--- config.mk ---
export PLATFORM = sky130hd
export DESIGN_NAME = instr_fetch
export DESIGN_NICKNAME = d
export VERILOG_FILES = /design/src/rtl/instr_fetch.sv
export SDC_FILE = /design/constraint.sdc
export NUM_CORES = 1
export LEC_CHECK = 0
export ABC_AREA = 1
export ABC_CLOCK_PERIOD_IN_PS = 2200
export BUFFER_PORTS_ARGS = -buffer_cell sky130_fd_sc_hd__buf_4
export CAP_MARGIN = 5
export CORE_MARGIN = 2
export CORE_UTILIZATION = 47
export DETAILED_ROUTE_END_ITERATION = 10
export PLACE_DENSITY = 0.78
export SLEW_MARGIN = 40
export SYNTH_ARGS = -nofsm -noshare
export SYNTH_HDL_FRONTEND = slang
export SYNTH_SLANG_ARGS = --single-unit
--- constraint.sdc ---
create_clock -name clk -period 2.2 [get_ports clk]
set_input_delay 0.44 -clock clk [delete_from_list [all_inputs] [get_ports clk]]
set_output_delay 0.44 -clock clk [all_outputs]
set_load 0.005 [all_outputs]
--- src/rtl/instr_fetch.sv ---
// MIX instruction fetch: reads the word at PC, splits it into address/index/F/C
// fields and holds them for the effective-address stage under valid/ready.
module instr_fetch #(
    parameter int unsigned MEM_WORDS = 4000,
    parameter int unsigned PC_W      = 12
) (
    input  logic            clk,
    input  logic            rst,
    input  logic            run,
    output logic            mem_req,
    output logic [PC_W-1:0] mem_addr,
    input  logic            mem_ack,
    input  logic [30:0]     mem_data,
    input  logic            jmp_en,
    input  logic [PC_W-1:0] jmp_addr,
    output logic            ins_valid,
    input  logic            ins_ready,
    output logic [12:0]     addr_out,
    output logic [2:0]      index_out,
    output logic [5:0]      field_out,
    output logic [5:0]      opcode_out,
    output logic            bad_index,
    output logic [PC_W-1:0] pc_out
);

    typedef enum logic [1:0] {IDLE, REQ, WAIT, HOLD} state_t;

    state_t          r_state;
    logic [PC_W-1:0] r_pc;
    logic [PC_W-1:0] r_jmp_tgt;
    logic            r_jmp_pend;
    logic            r_mem_req;
    logic            r_ins_valid;
    logic [12:0]     r_addr;
    logic [2:0]      r_index;
    logic [5:0]      r_field;
    logic [5:0]      r_opcode;
    logic            r_bad_index;
    logic [PC_W-1:0] r_pc_out;

    logic [PC_W-1:0] w_pc_inc;
    logic [PC_W-1:0] w_pc_next;

    assign w_pc_inc  = r_pc + PC_W'(1);
    assign w_pc_next = (w_pc_inc == PC_W'(MEM_WORDS)) ? '0 : w_pc_inc;

    always_ff @(posedge clk or posedge rst) begin
        if (rst) begin
            r_state     <= IDLE;
            r_pc        <= '0;
            r_jmp_tgt   <= '0;
            r_jmp_pend  <= 1'b0;
            r_mem_req   <= 1'b0;
            r_ins_valid <= 1'b0;
            r_addr      <= '0;
            r_index     <= '0;
            r_field     <= '0;
            r_opcode    <= '0;
            r_bad_index <= 1'b0;
            r_pc_out    <= '0;
        end else begin
            case (r_state)
                IDLE: begin
                    if (jmp_en)
                        r_pc <= jmp_addr;
                    if (run) begin
                        r_state   <= REQ;
                        r_mem_req <= 1'b1;
                    end
                end
                REQ: begin
                    if (jmp_en) begin
                        r_jmp_pend <= 1'b1;
                        r_jmp_tgt  <= jmp_addr;
                    end
                    r_state <= WAIT;
                end
                WAIT: begin
                    if (mem_ack) begin
                        r_mem_req  <= 1'b0;
                        r_jmp_pend <= 1'b0;
                        // A jump seen at any point of the fetch (including the ack cycle)
                        // discards the word; the newest target wins.
                        if (r_jmp_pend || jmp_en) begin
                            r_pc    <= jmp_en ? jmp_addr : r_jmp_tgt;
                            r_state <= IDLE;
                        end else begin
                            r_addr      <= {mem_data[30], mem_data[29:18]};
                            r_index     <= mem_data[14:12];
                            r_bad_index <= (mem_data[17:12] > 6'd6);
                            r_field     <= mem_data[11:6];
                            r_opcode    <= mem_data[5:0];
                            r_pc_out    <= r_pc;
                            r_pc        <= w_pc_next;
                            r_ins_valid <= 1'b1;
                            r_state     <= HOLD;
                        end
                    end else if (jmp_en) begin
                        r_jmp_pend <= 1'b1;
                        r_jmp_tgt  <= jmp_addr;
                    end
                end
                HOLD: begin
                    if (jmp_en)
                        r_pc <= jmp_addr;
                    if (ins_ready) begin
                        r_ins_valid <= 1'b0;
                        if (run) begin
                            r_state   <= REQ;
                            r_mem_req <= 1'b1;
                        end else begin
                            r_state <= IDLE;
                        end
                    end
                end
                default: r_state <= IDLE;
            endcase
        end
    end

    assign mem_req    = r_mem_req;
    assign mem_addr   = r_pc;
    assign ins_valid  = r_ins_valid;
    assign addr_out   = r_addr;
    assign index_out  = r_index;
    assign field_out  = r_field;
    assign opcode_out = r_opcode;
    assign bad_index  = r_bad_index;
    assign pc_out     = r_pc_out;

endmodule
==> summary.txt, run 1 <==
Setup path
  – CP Data Required Time: 2.44 ns
  – Reg2Reg Depth: 7
  – Crit path largest cell delay: 0.39 ns
  – Startpoint types: flip-flop
  – CP most frequent cell: inv_1
  – Worst setup path class: reg2reg
  – Crit path cell chain: inv_1 > ha_1 > nand2_1 > inv_1 > nand2_2 > buf_12 > mux2_2
  – Reg2reg start: r_state[0]$_DFFE_PP0P_
  – Crit-path slowest cell: dfrtp_1
  – Worst Setup End Kind: flip-flop
  – CP bufs+invs: 3
  – Crit path DAT: 2.08 ns
  – R2R Setup Slk: 0.36 ns
  – Crit-path leading delay family: buffers and inverters
  – Largest fanout on the critical path: 20
  – Capturing point of the worst reg2reg path: addr_out[3]$_DFFE_PP0P_
  – Setup crit start: r_state[0]$_DFFE_PP0P_

Layout
  – Fill cell count: 581
  – Antenna Cells: 0
  – Final net count: 549
  – Area added between synthesis and finish: 32.0%
  – Final instance area: 4570 µm²
  – Layout cells sized above 1: 34.7%

Routing
  – DR WL/cell: 14.1 µm
  – Final ANT Viol Nets: 0
  – First-pass DRT Iterations: 4
  – Remaining DRCs: 0
  – Drt first-iter violations: roughly 150
  – Total Routed Length: about 8400 µm
  – Detailed-route via count: between 3,000 and 4,000
  – Vias per cell: about 5.1

Status
  – Status: finished, final reports clean

STA
  – Hold WS: 0.164 ns
  – # setup viols final: 0
  – Final Hold Viols: 0
  – Final min period: 1.84 ns
  – Slew margin rel.: around 72%
  – Worst-Margin Slew: 0.418 ns
  – TNS Setup: 0 ns
  – Skew final: ~0.0083 ns
  – Post-route clock period utilization: 83.8%
  – Fmax: 543 MHz
  – RSZ-0062 raised after global routing: false
  – Fin. max-slew vios: 0

Placement
  – Placed cell areas: roughly 4400 µm²
  – GPL Wtd Cong: 0.906
  – Final HPWL DP: 6170 µm
  – Port buffer count: 103

CTS
  – CTS root buffer: clkbuf_8
  – H-Tree Depth: 3
  – Hold buffer count at cts: 0
  – Post-CTS sizing: 0
  – Clock buffer depth: 2
  – CTS Sinks: 70
  – Inserted Clock Buffers: 9
  – Post CTS Setup Buffer Count: 0
  – Clock Latency Late Sink: between 0.3 and 0.4 ns
  – CTS tree: built
  – Reg clk slew, reported paths: 0.08 ns

GRT
  – Global route overflow: 0
  – Vias in the first global route: 2,997
  – GRT Overall Usage: 21.9%
  – Initial antenna violation count: 0
  – Global-route wire length before repair: about 14,000 µm
  – Largest net degree at the start of global routing: between 70 and 80

Run
  – Maxcap violations: 0

Power
  – Cell area power density: 1460 nW/µm²
  – Static leakage: 2.31 nW
  – Max IR drop VDD: 0.525 mV
  – Power, Total: 6.66 mW

Logic synthesis
  – Compound-Gate Fraction of Synth Area: a little over an eighth
  – Xor and xnor area share after synthesis: 0.253%
  – Mapped Area: 3460 µm²
  – Mux share of post-synthesis cell area: under 10%
  – Register area share after synthesis: about half
  – Synth Instances: 387
  – #FFs+latches synth: 70
  – Largest family of logic cells by synthesized area: simple AND/OR/NAND/NOR gates
  – Adder-Cell Fraction of Synth Area: 2.53%
  – Area leader, netlist: dfrtp_1
  – Mapped Avg Cell Area: 8.95 µm²
  – Dominant cells by area after synthesis: dfrtp_1 (51%), mux2_2 (8.8%), nand2_1 (7.9%)
  – Post-synthesis simple-gate area fraction: 17.4%
  – Library cells used by synthesis: 29
  – Synthesis Warnings: 0
  – Top-area cell type share of the netlist area: around half
  – Synthesized Nets: 443

Die
  – Starting density of the core: 48.3%
  – Row count: 31
  – Die Span Y: 89.9 µm
  – Die Wd: ~90 µm
  – IO Pins: 104
  – Core ar.: approximately 7200 µm²
  – Die area: between 8000 and 9000 µm²

Worst hold path
  – Hold Path Class: in2async
synthesized netlist by cell type:
| library cell | number |
|---|---|
| nand4_1 | 2 |
| clkinv_1 | 1 |
| o211ai_1 | 1 |
| o22ai_1 | 13 |
| dfrtp_1 | 70 |
| o21ai_0 | 28 |
| nor2_2 | 4 |
| nor2_1 | 46 |
| mux2_2 | 27 |
| a21oi_1 | 24 |
| xor2_1 | 1 |
| nand3_1 | 11 |
| ha_1 | 7 |
| clkbuf_1 | 5 |
| a21oi_2 | 8 |
| o21ai_2 | 1 |
| inv_1 | 39 |
| a22oi_1 | 4 |
| nand2_2 | 3 |
| buf_2 | 9 |
| inv_2 | 1 |
| nand2_1 | 73 |
| o21ai_1 | 1 |
| nor4_1 | 1 |
| nor3_1 | 1 |
| nand3_2 | 1 |
| mux2_1 | 2 |
| nor2_4 | 2 |
| buf_4 | 1 |
cell usage in the layout (no fill, tap or decap), types with 2 or more instances in the layout:
master,Yosys,final
nor2_1,46,46
nand3_1,11,11
nor2_2,4,4
nor2_4,2,2
nand4_1,2,2
a21oi_2,8,8
o21ai_0,28,28
inv_1,39,38
nand2_2,3,3
clkinvlp_4,0,3
clkbuf_8,0,10
a22oi_1,4,4
dfrtp_1,70,70
o22ai_1,13,13
mux2_1,2,2
ha_1,7,7
mux2_2,27,27
nand2_1,73,73
buf_4,1,108
buf_12,0,2
a21oi_1,24,24
metal layers:
layer  share of wire (%)  vias to the layer above  global-route usage [%]  wire, µm
met5                   0                        -                       0         0
met4                 2.8                        0                    10.4       235
met3                 5.6                       18                    5.11       471
met2                  50                       99                    36.7      4230
met1                  41                     1426                    26.7      3480
li1                    -                     1490                       -         -
where the power goes:
| part | switching (mW) | internal [mW] | total [mW] | leakage, nW |
|---|---|---|---|---|
| Combinational | 1.68 | 1.55 | 3.23 | 1.37 |
| Sequential | 0.458 | 1.91 | 2.37 | 0.837 |
| Clock | 0.506 | 0.554 | 1.06 | 0.0955 |
| Total | 2.64 | 4.01 | 6.66 | 2.31 |
cell type report:
type	instances	area, µm²	area share [%]
well taps	99	124	2.71
repair buffers	110	851	18.6
clock inverters	5	58.8	1.29
multi-input cells	261	1490	32.5
clock buffers	11	141	3.09
flip-flops and latches	70	1750	38.3
inverters	41	158	3.45
worst reg2reg max path, delay by kind of cell, from the launching register on:
kind | cells | cell delay (ns)
muxes | 1 | 0.35
buffers and inverters | 3 | 0.42
adders and majority gates | 1 | 0.24
DFF | 1 | 0.39
and+or+nand+nor | 2 | 0.34
how the worst max path moves through the flow:
stage / endpoint / slack (ns) / depth (start not counted)
2_1_floorplan: addr_out[0]$_DFFE_PP0P_ / 0.51 / 8
3_3_place_gp: bad_index$_DFFE_PP0P_ / 0.41 / 7
3_5_place_dp: bad_index$_DFFE_PP0P_ / 0.35 / 7
4_1_cts: addr_out[3]$_DFFE_PP0P_ / 0.34 / 7
5_1_grt: bad_index$_DFFE_PP0P_ / 0.22 / 7
6_report: addr_out[3]$_DFFE_PP0P_ / 0.36 / 7
stage by stage:
stage	cells	setup WS, ns	utilization [%]
6_report	597	0.357	63.7
5_1_grt	597	0.215	63.7
4_1_cts	597	0.336	63.7
3_5_place_dp	581	0.346	60.9
3_3_place_gp	581	0.406	60.9
2_1_floorplan	387	0.508	-
kinds of logic (layout without fill, tap and decap cells):
group / count (synthesis) / in the layout
XOR/XNOR: 1 / 1
AND/OR/NAND/NOR: 144 / 144
adder cells (fa/ha/maj): 7 / 7
AO/OA/AOI/OAI: 80 / 80
buffers and inverters: 56 / 167
multiplexers: 29 / 29
flip-flops: 70 / 70
state kept, by name, indices dropped and copies added (netlist names):
register,flops
r_jmp_tgt,12
r_state,2
index_out,3
addr_out,13
r_jmp_pend,1
bad_index,1
mem_req,1
mem_addr,12
opcode_out,6
ins_valid,1
field_out,6
pc_out,12
Note: power is estimated with default switching activity, not from simulation.
==> inputs of run 2 (changes only) <==
--- a/config.mk
+++ b/config.mk
@@ -6,13 +6,13 @@
 export NUM_CORES = 1
 export LEC_CHECK = 0
 export ABC_AREA = 1
-export ABC_CLOCK_PERIOD_IN_PS = 2200
+export ABC_CLOCK_PERIOD_IN_PS = 1700
 export BUFFER_PORTS_ARGS = -buffer_cell sky130_fd_sc_hd__buf_4
 export CAP_MARGIN = 5
 export CORE_MARGIN = 2
-export CORE_UTILIZATION = 47
+export CORE_UTILIZATION = 52
 export DETAILED_ROUTE_END_ITERATION = 10
-export PLACE_DENSITY = 0.78
+export PLACE_DENSITY = 0.82
 export SLEW_MARGIN = 40
 export SYNTH_ARGS = -nofsm -noshare
 export SYNTH_HDL_FRONTEND = slang
==> constraint.sdc (replaced) <==
create_clock -name clk -period 1.7 [get_ports clk]
set_input_delay 0.34 -clock clk [delete_from_list [all_inputs] [get_ports clk]]
set_output_delay 0.34 -clock clk [all_outputs]
set_load 0.005 [all_outputs]
==> summary.txt, run 2 (same netlist as run 1, synthesis figures left out) <==
Status
  – Status: finished, final reports clean

CTS
  – CTS Sinks: 70 (unchanged)
  – CTS tree: built
  – CTS root buffer: clkbuf_8
  – Reg clk slew, reported paths: 0.08 ns (about the same)
  – Clock buffer depth: 2 (unchanged)
  – H-Tree Depth: 3 (unchanged)
  – Hold buffer count at cts: 0 (unchanged)
  – Inserted Clock Buffers: 9 (unchanged)
  – Clock Latency Late Sink: 0.35 ns (about the same)

GRT
  – Global-route wire length before repair: 13,400 µm (-5.1%)
  – Met3 Usage GRT: 3.95% (-1.2 points)
  – Initial antenna violation count: 0 (unchanged)
  – GR Layer Usage met1: 30.3% (+3.6 points)
  – Gr busiest metal: met2
  – M2 GR Usage: 37.3% (+0.54 points)
  – GRT Overall Usage: 23.2% (+1.4 points)
  – Vias in the first global route: 2,906 (-3.0%)
  – Largest net degree at the start of global routing: 44 (-38%)
  – Global route overflow: 0 (unchanged)

Power
  – Clk pwr share: 14.5% (-1.4 points)
  – Flop pwr share: 33.6% (-2.0 points)
  – Cell area power density: 1910 nW/µm² (+31%)
  – Sw Ratio: 39.7% (-0.075 points)
  – Static leakage: 2.39 nW (+3.7%)
  – Max IR drop VDD: 1.14 mV (+120%)
  – Net Switching: 3.60 mW (+36%)
  – Pint: 5.47 mW (+36%)
  – Combinational cell fraction of total power: 51.9% (+3.4 points)

Setup path
  – Crit path cell chain: buf_6 > nand2_1 > nor2_4 > nand4_1 > nand2_1 > nand2_1 > nor2_2 > nand2_4 > nand2_1 > a21oi_2
  – Crit path DAT: 1.90 ns (-0.18 ns)
  – Worst Setup End Kind: flip-flop
  – CP Data Required Time: 1.93 ns (-0.51 ns)
  – Startpoint types: flip-flop
  – Worst setup path class: reg2reg
  – CP most frequent cell: nand2_1
  – Crit-path slowest cell: dfrtp_1
  – Crit path largest cell delay: 0.41 ns (+0.02 ns)
  – R2R Setup Slk: 0.03 ns (-0.33 ns)
  – Largest fanout on the critical path: 8 (-60%)

Placement
  – Placed cell areas: 4400 µm² (+0.63%)
  – GPL Wtd Cong: 0.835 (-7.8%)
  – Final HPWL DP: 6120 µm (-0.82%)
  – Placed insts: 568 (-2.2%)
  – Port buffer count: 103 (unchanged)
  – Pre-CTS setup slack: -0.0560 ns (-0.402 ns)

STA
  – Hold WS: 0.0703 ns (-0.0938 ns)
  – Worst setup margin: 0.0319 ns (-0.325 ns)
  – # setup viols final: 0 (unchanged)
  – Final min period: 1.67 ns (-0.175 ns)
  – RSZ-0062 raised after global routing: true
  – Final Hold Viols: 0 (unchanged)
  – Fmax: 599 MHz (+10%)
  – TNS Setup: 0 ns (unchanged)
  – Worst-Margin Slew: 0.547 ns (+0.129 ns)
  – Skew final: 0.0102 ns (+0.00189 ns)
  – Slew margin rel.: 63.5% (-8.4 points)
  – Post-route clock period utilization: 98.1% (+14 points)
  – Fin. max-slew vios: 0 (unchanged)

Layout
  – Final instance area: 4750 µm² (+3.9%)
  – Layout cells sized above 1: 41.9% (+7.1 points)
  – Commonest non-fill, non-tap cells in the layout: buf_4 (121), dfrtp_1 (69), nand2_1 (58), nor2_1 (43), inv_1 (36)
  – Fin cells: 588 (-1.5%)
  – Number of flip-flops in the largest register: 13 (unchanged)
  – Antenna Cells: 0 (unchanged)
  – Commonest non-fill, non-tap cell in the layout: buf_4
  – Area added between synthesis and finish: 37.2%
  – Final net count: 562 (+2.4%)

Die
  – Die Span Y: 85.6 µm (-4.7%)
  – Die Wd: 85.6 µm (-4.7%)
  – IO Pins: 104 (unchanged)
  – Die area: 7330 µm² (-9.2%)
  – Core ar.: 6390 µm² (-11%)
  – Starting density of the core: 54.3% (+6.0 points)
  – Row count: 29 (-6.5%)

Routing
  – First-pass DRT Iterations: 4 (unchanged)
  – Drt first-iter violations: 163 (+9.4%)
  – Remaining DRCs: 0 (unchanged)
  – Vias per cell: 5.27 (+3.8%)
  – Total Routed Length: 8410 µm (about the same)
  – Detailed-route via count: 3,100 (+2.2%)
  – Final ANT Viol Nets: 0 (unchanged)
  – DR WL/cell: 14.3 µm (+1.5%)

Run
  – Maxcap violations: 0 (unchanged)

Worst hold path
  – Hold Path Class: in2async
-- run 2: cell types whose count changed in the layout (fill, tap and decap cells not counted), sizes merged --
cell / change
buf: +13
clkinv: +1
clkinvlp: -1
-- run 2: worst max-delay path: cells and delay by family (launching register included) --
family | cells | cell delay, ns
AOI/OAI and AO/OA | 1 | 0.05
DFF | 1 | 0.41
and+or+nand+nor | 8 | 0.96
buffers and inverters | 1 | 0.13
-- run 2: layout make-up --
class	instances	area (µm²)
fill	462	1630
timing repair buffer	123	940
sequential	70	1750
multi-input combinational	261	1610
tap	77	96.3
clock inverter	5	60.1
inverter	41	158
clock buffer	11	131
-- run 2: layer usage --
metal | vias up | wire (µm) | share of wire [%]
li1 | 1515 | - | -
met1 | 1463 | 3530 | 42
met2 | 104 | 4140 | 49
met3 | 18 | 534 | 6.4
met4 | 0 | 199 | 2.4
met5 | - | 0 | 0
-- run 2: final timing paths --
check,startpoint,endpoint,cells past startpoint
max,mem_addr[1]$_DFFE_PP0P_,mem_addr[10]$_DFFE_PP0P_,10
min,rst,opcode_out[3]$_DFFE_PP0P_,3
max reg2reg,mem_addr[1]$_DFFE_PP0P_,mem_addr[10]$_DFFE_PP0P_,10
min reg2reg,pc_out[7]$_DFFE_PP0P_,pc_out[7]$_DFFE_PP0P_,2
max in group asynchronous,rst,mem_addr[2]$_DFFE_PP0P_,3
min in group clk,mem_data[0],opcode_out[0]$_DFFE_PP0P_,2
-- run 2: metrics by stage --
| step | power, mW | utilization (%) |
|---|---|---|
| finish | 9.07 | 74.4 |
| global route | 9.74 | 74.4 |
| CTS | 8.73 | 72.1 |
| detailed placement | 7.38 | 68.9 |
| global placement | 7.20 | 68.9 |
| floorplan | 5.52 | - |
-- run 2: what timing repair did --
action / 4_1_cts / 5_1_grt
pin swaps: 0 / 13
setup endpoints to repair: 4 / 36
buffers inserted: 1 / 3
gates cloned: 0 / 0
gates resized for setup: 1 / 38
-- run 2: power groups by stage --
stage	registers [mW]	logic, mW	clock network (mW)
2_1_floorplan	3.02	2.50	0
3_3_place_gp	2.99	4.21	0
3_5_place_dp	3.04	4.34	0
4_1_cts	3.00	4.40	1.33
5_1_grt	3.14	5.19	1.41
6_report	3.04	4.71	1.32
